[config.mk]
export PLATFORM = sky130hd
export DESIGN_NAME = sound_mailbox_ctrl
export DESIGN_NICKNAME = d
export VERILOG_FILES = /design/src/rtl/sound_mailbox_ctrl.sv
export SDC_FILE = /design/constraint.sdc
export NUM_CORES = 1
export LEC_CHECK = 0
export CAP_MARGIN = 20
export CORE_MARGIN = 2
export CORE_UTILIZATION = 40
export CTS_CLUSTER_SIZE = 20
export DETAILED_ROUTE_END_ITERATION = 10
export GPL_ROUTABILITY_DRIVEN = 0
export HOLD_SLACK_MARGIN = 0.06
export PLACE_DENSITY = 0.68
export RECOVER_POWER = 25
export SLEW_MARGIN = 15
export SYNTH_ARGS = -nofsm -noshare
export SYNTH_HDL_FRONTEND = slang
export SYNTH_HIERARCHICAL = 1
export SYNTH_SLANG_ARGS = --single-unit
[constraint.sdc]
create_clock -name clk -period 3.9 [get_ports clk]
set_clock_uncertainty 0.1 [all_clocks]
set_input_delay 0.975 -clock clk [delete_from_list [all_inputs] [get_ports clk]]
set_output_delay 0.975 -clock clk [all_outputs]
set_load 0.01 [all_outputs]
[src/rtl/sound_mailbox_ctrl.sv]
// 68k<->6502 sound mailbox: two byte FIFOs, NMI sequencer toward the 6502,
// level interrupt toward the 68k and sticky overrun tracking.

// Byte FIFO with registered status flags, underflow read value and sticky overrun.
module sound_mailbox_fifo #(
  parameter int unsigned DEPTH = 4
) (
  input  logic       clk,
  input  logic       rst,
  input  logic       flush,
  input  logic       push,
  input  logic [7:0] wdata,
  input  logic       pop,
  input  logic       ovr_clr,
  output logic [7:0] rdata,
  output logic       nonempty,
  output logic       full,
  output logic       ovr
);

  localparam int unsigned AW = $clog2(DEPTH);
  localparam int unsigned PW = AW + 1;

  logic [7:0]    mem [DEPTH];
  logic [PW-1:0] wr_ptr;
  logic [PW-1:0] rd_ptr;
  logic [PW-1:0] wr_ptr_nxt;
  logic [PW-1:0] rd_ptr_nxt;
  logic          is_empty;
  logic          is_full;
  logic          pop_ok;
  logic          push_ok;
  logic          ovr_set;
  logic          full_nxt;

  assign is_empty = (wr_ptr == rd_ptr);
  assign is_full  = (wr_ptr[AW] != rd_ptr[AW]) && (wr_ptr[AW-1:0] == rd_ptr[AW-1:0]);

  // A pop frees a slot first, so a push into a full FIFO that pops too is accepted.
  assign pop_ok  = pop && !is_empty;
  assign push_ok = push && (!is_full || pop_ok);
  assign ovr_set = push && is_full && !pop_ok;

  always_comb begin
    rd_ptr_nxt = rd_ptr;
    wr_ptr_nxt = wr_ptr;
    if (pop_ok) begin
      rd_ptr_nxt = rd_ptr + PW'(1);
    end
    if (push_ok) begin
      wr_ptr_nxt = wr_ptr + PW'(1);
    end
    if (flush) begin
      rd_ptr_nxt = '0;
      wr_ptr_nxt = '0;
    end
  end

  assign full_nxt = (wr_ptr_nxt[AW] != rd_ptr_nxt[AW]) &&
                    (wr_ptr_nxt[AW-1:0] == rd_ptr_nxt[AW-1:0]);

  always_ff @(posedge clk) begin
    if (rst) begin
      wr_ptr   <= '0;
      rd_ptr   <= '0;
      rdata    <= 8'h00;
      nonempty <= 1'b0;
      full     <= 1'b0;
      ovr      <= 1'b0;
    end else begin
      wr_ptr   <= wr_ptr_nxt;
      rd_ptr   <= rd_ptr_nxt;
      nonempty <= (wr_ptr_nxt != rd_ptr_nxt);
      full     <= full_nxt;
      if (ovr_set) begin
        ovr <= 1'b1;
      end else if (ovr_clr) begin
        ovr <= 1'b0;
      end
      if (pop) begin
        rdata <= pop_ok ? mem[rd_ptr[AW-1:0]] : 8'hFF;
      end
    end
  end

  always_ff @(posedge clk) begin
    if (push_ok) begin
      mem[wr_ptr[AW-1:0]] <= wdata;
    end
  end

endmodule

module sound_mailbox_ctrl #(
  parameter int unsigned DEPTH     = 4,
  parameter int unsigned NMI_PULSE = 8,
  parameter int unsigned NMI_GAP   = 4
) (
  input  logic       clk,
  input  logic       rst,
  input  logic       snd_rst,
  input  logic       m68k_wr,
  input  logic [7:0] m68k_wdata,
  input  logic       m68k_rd,
  output logic [7:0] m68k_rdata,
  input  logic       snd_wr,
  input  logic [7:0] snd_wdata,
  input  logic       snd_rd,
  output logic [7:0] snd_rdata,
  output logic       ctrl_68kBUF,
  output logic       ctrl_SNDBUF,
  output logic       full_68k,
  output logic       full_snd,
  output logic       ovr_68k,
  output logic       ovr_snd,
  input  logic       ovr_clr,
  output logic       SNDNMI_b,
  output logic       SNDINT_b
);

  localparam int unsigned CMAX = (NMI_PULSE > NMI_GAP) ? NMI_PULSE : NMI_GAP;
  localparam int unsigned CW   = $clog2(CMAX + 1);

  typedef enum logic [1:0] {
    NMI_IDLE,
    NMI_PULSE_ST,
    NMI_GAP_ST
  } nmi_state_t;

  nmi_state_t    state;
  nmi_state_t    state_nxt;
  logic [CW-1:0] cnt;
  logic [CW-1:0] cnt_nxt;
  logic          nmi_b_nxt;

  // 68k -> 6502 direction
  sound_mailbox_fifo #(.DEPTH(DEPTH)) u_fifo_68k (
    .clk      (clk),
    .rst      (rst),
    .flush    (1'b0),
    .push     (m68k_wr),
    .wdata    (m68k_wdata),
    .pop      (snd_rd),
    .ovr_clr  (ovr_clr),
    .rdata    (snd_rdata),
    .nonempty (ctrl_68kBUF),
    .full     (full_68k),
    .ovr      (ovr_68k)
  );

  // 6502 -> 68k direction; sound reset flushes it and discards a concurrent write
  sound_mailbox_fifo #(.DEPTH(DEPTH)) u_fifo_snd (
    .clk      (clk),
    .rst      (rst),
    .flush    (snd_rst),
    .push     (snd_wr && !snd_rst),
    .wdata    (snd_wdata),
    .pop      (m68k_rd),
    .ovr_clr  (ovr_clr),
    .rdata    (m68k_rdata),
    .nonempty (ctrl_SNDBUF),
    .full     (full_snd),
    .ovr      (ovr_snd)
  );

  // 68k interrupt lags the buffer flag by a cycle; a sound reset releases it at once
  always_ff @(posedge clk) begin
    if (rst || snd_rst) begin
      SNDINT_b <= 1'b1;
    end else begin
      SNDINT_b <= ~ctrl_SNDBUF;
    end
  end

  always_ff @(posedge clk) begin
    if (rst) begin
      state    <= NMI_IDLE;
      cnt      <= '0;
      SNDNMI_b <= 1'b1;
    end else begin
      state    <= state_nxt;
      cnt      <= cnt_nxt;
      SNDNMI_b <= nmi_b_nxt;
    end
  end

  // NMI sequencer: fixed-width low pulse, then a guaranteed high gap
  always_comb begin
    state_nxt = state;
    cnt_nxt   = cnt;
    nmi_b_nxt = 1'b1;
    case (state)
      NMI_IDLE: begin
        if (ctrl_68kBUF) begin
          state_nxt = NMI_PULSE_ST;
          cnt_nxt   = '0;
        end
      end
      NMI_PULSE_ST: begin
        if (cnt == CW'(NMI_PULSE - 1)) begin
          state_nxt = NMI_GAP_ST;
          cnt_nxt   = '0;
        end else begin
          cnt_nxt = cnt + CW'(1);
        end
      end
      NMI_GAP_ST: begin
        if (cnt == CW'(NMI_GAP - 1)) begin
          state_nxt = NMI_IDLE;
          cnt_nxt   = '0;
        end else begin
          cnt_nxt = cnt + CW'(1);
        end
      end
      default: begin
        state_nxt = NMI_IDLE;
        cnt_nxt   = '0;
      end
    endcase
    nmi_b_nxt = (state_nxt != NMI_PULSE_ST);
  end

endmodule

==> metrics.yaml <==
status: "finished, final reports clean"
grt_usage: 0.144
cp.arrival_ns: 2.97
critPathLaunch: "snd_rd"
nFillCells: 987
hold_viol_final: 0
cts_tree: "built"
async_flop_share: 0
path_cells: "clkdlybuf4s50_1 > o41a_4 > mux2i_4 > xnor2_1 > nor4b_2"
synth.cell_area_mm2: 0.00468
synth.avg_cell_area_um2: 13.1
antenna_found_initial: 0
synth_flop_cell: "edfxtp_1"
cts_num_sinks: 106
r2r_slack_ns: 1.17
grt-ovfl-total: 0
p_leak_nw: 1.91
path_class: "in -> reg"
startpoint_type: "input pin"
cp_top_family: "buffers and inverters"
ys_types: 41
rows: 39
first_pass_iters: 4
hold_buffers: 0
p_total_mw: 2.30
die_area_mm2: 0.0126
setup_violations: 0
synth_edf_count: 64
vias_per_cell: 5.15
r2r_cells: 5
cts_buffer_depth: 2
cts_root_buf: "clkbuf_16"
grt_pass1_wl_um: 14000
min_to: "SNDINT_b$_SDFF_PP1_"
diodes: 0
hp-start: "u_fifo_snd/nonempty$_SDFF_PP0_"
final_antenna_net_count: 0
min_path_type: "reg -> reg"
timing.rr.end: "u_fifo_68k/full$_SDFF_PP0_"
min_period_ns: 2.81
fp.dieW_um: 112
core_mm2: 0.0114
num_io_pins: 48
nets: 446
layout_common_cells: "edfxtp_1, nor2_1, dfxtp_1"
yosysWarnings: 6
max_slew_margin: 0.467
path_clk_slew_ns: 0.07
slew_violations: 0
dp_hpwl_um: 6060
drive_gt1_frac: 0.124
path_max_fanout: 15
cp-end-kind: "flop"
finalCritPeriodShare: 0.721
drtIter0Drc: 161
utilization: 0.490
ctsResizeCount: 0
crit_required_ns: 4.05
final_common_cell: "edfxtp_1"
critPathBufInv: 1
syn_inst: 357
r2r_start: "u_fifo_68k/rd_ptr[1]$_SDFF_PP0_"
vias: 2856
drt_wl_total_um: 8780
tightest_slew_ns: 0.794
place.port_buffers: 47
yosysSeqAreaShare: 0.590
rsz0062_at_grt: "no"
cts_buffers: 9
max_freq_ghz: 0.355
cap_violations: 0
grt_pass1_vias: 2757
post_cts_buffers: 0
area_growth_syn_to_layout_pct: 19.5
clkLatencyLatePin_ns: 0.34
grt_max_degree: 24
slowest_delay_ns: 0.70
vdd_drop_max_mv: 0.238
ys_ff_latch: 106
cts_max_level: 3
slowest_stage: "clkdlybuf4s50_1"
holdPathStages: 1
initial_core_util: 0.410
post_drt_wl_per_cell_um: 15.8
die_height_um: 112
tns_ns: 0
p_per_area_mw_per_mm2: 411
route.detailed.drc: 0
how the worst max path moves through the flow:
stage / cells past startpoint / slack, ns / endpoint
after CTS: 5 / 1.11 / u_fifo_snd/full$_SDFF_PP0_
after global routing: 5 / 0.94 / u_fifo_68k/full$_SDFF_PP0_
final: 5 / 1.09 / u_fifo_68k/full$_SDFF_PP0_
after floorplan: 6 / 1.22 / u_fifo_snd/nonempty$_SDFF_PP0_
after detailed placement: 5 / 0.74 / u_fifo_68k/full$_SDFF_PP0_
after global placement: 5 / 0.79 / u_fifo_68k/full$_SDFF_PP0_
report_power, final:
group	internal (mW)	switching, mW
combinational	0.0892	0.0922
clock	0.496	0.385
sequential	1.22	0.0179
cell families (layout without fill, tap and decap cells):
kind of cell / count (synthesis) / count (layout) / share of synthesized area
flip-flops: 106 / 106 / 0.590
other: 1 / 3 / 0.000801
AND/OR/NAND/NOR: 125 / 125 / 0.127
AO/OA/AOI/OAI: 34 / 34 / 0.0660
buffers and inverters: 27 / 80 / 0.0262
XOR/XNOR: 24 / 24 / 0.0481
adder cells (fa/ha/maj): 15 / 15 / 0.0401
multiplexers: 25 / 25 / 0.102
metal layers:
metal	up-vias	GRT usage	wire (um)
met4	0	0.0593	137
met1	1406	0.194	4100
met5	-	0	0
met3	10	0.0297	358
li1	1383	-	-
met2	57	0.229	4180
per-stage QoR:
| stage | setup slack (ns) | cell area (um^2) | hold WS (ns) | std cells |
|---|---|---|---|---|
| final | 1.09 | 5600 | 0.299 | 555 |
| after global routing | 0.941 | 5600 | 0.325 | 555 |
| after CTS | 1.11 | 5600 | 0.301 | 555 |
| after detailed placement | 0.741 | 5310 | 0.286 | 539 |
| after global placement | 0.787 | 5310 | 0.278 | 539 |
| after floorplan | 1.22 | 4690 | 0.302 | 359 |
sequential cells by signal, indices dropped and copies added (netlist names), 2 cells and up:
| signal | count |
|---|---|
| u_fifo_68k/rdata | 8 |
| u_fifo_snd/rdata | 8 |
| u_fifo_snd/rd_ptr | 3 |
| u_fifo_snd/mem | 32 |
| u_fifo_snd/wr_ptr | 3 |
| state | 2 |
| u_fifo_68k/wr_ptr | 3 |
| u_fifo_68k/mem | 32 |
| u_fifo_68k/rd_ptr | 3 |
| cnt | 4 |
cell type report:
class                   count  area [um^2]  area share
multi-input cells         226         1810       0.323
flip-flops and latches    106         2760       0.494
inverters                  10         37.5     0.00671
clock buffers              11          233      0.0416
clock inverters             5         55.1     0.00984
well taps                 143          179      0.0320
repair buffers             54          523      0.0935
synthesized netlist by cell type, types with 3 or more instances:
master    count  share of area
edfxtp_1     64           0.41
nor2_1       58          0.046
dfxtp_1      42           0.18
nor3_1       22          0.024
mux4_2       16          0.077
xnor2_1      16          0.030
ha_1         15          0.040
nand2_1      13          0.010
nor2b_1      12          0.016
a21oi_1      10          0.011
inv_1        10         0.0080
clkbuf_1      8         0.0064
and2_1        7         0.0094
mux2i_1       7          0.015
xor2_1        6          0.011
buf_2         5         0.0053
a31oi_1       3         0.0040
nand3_1       3         0.0032
o21ai_0       3         0.0032
(Power assumes the default switching activity.)
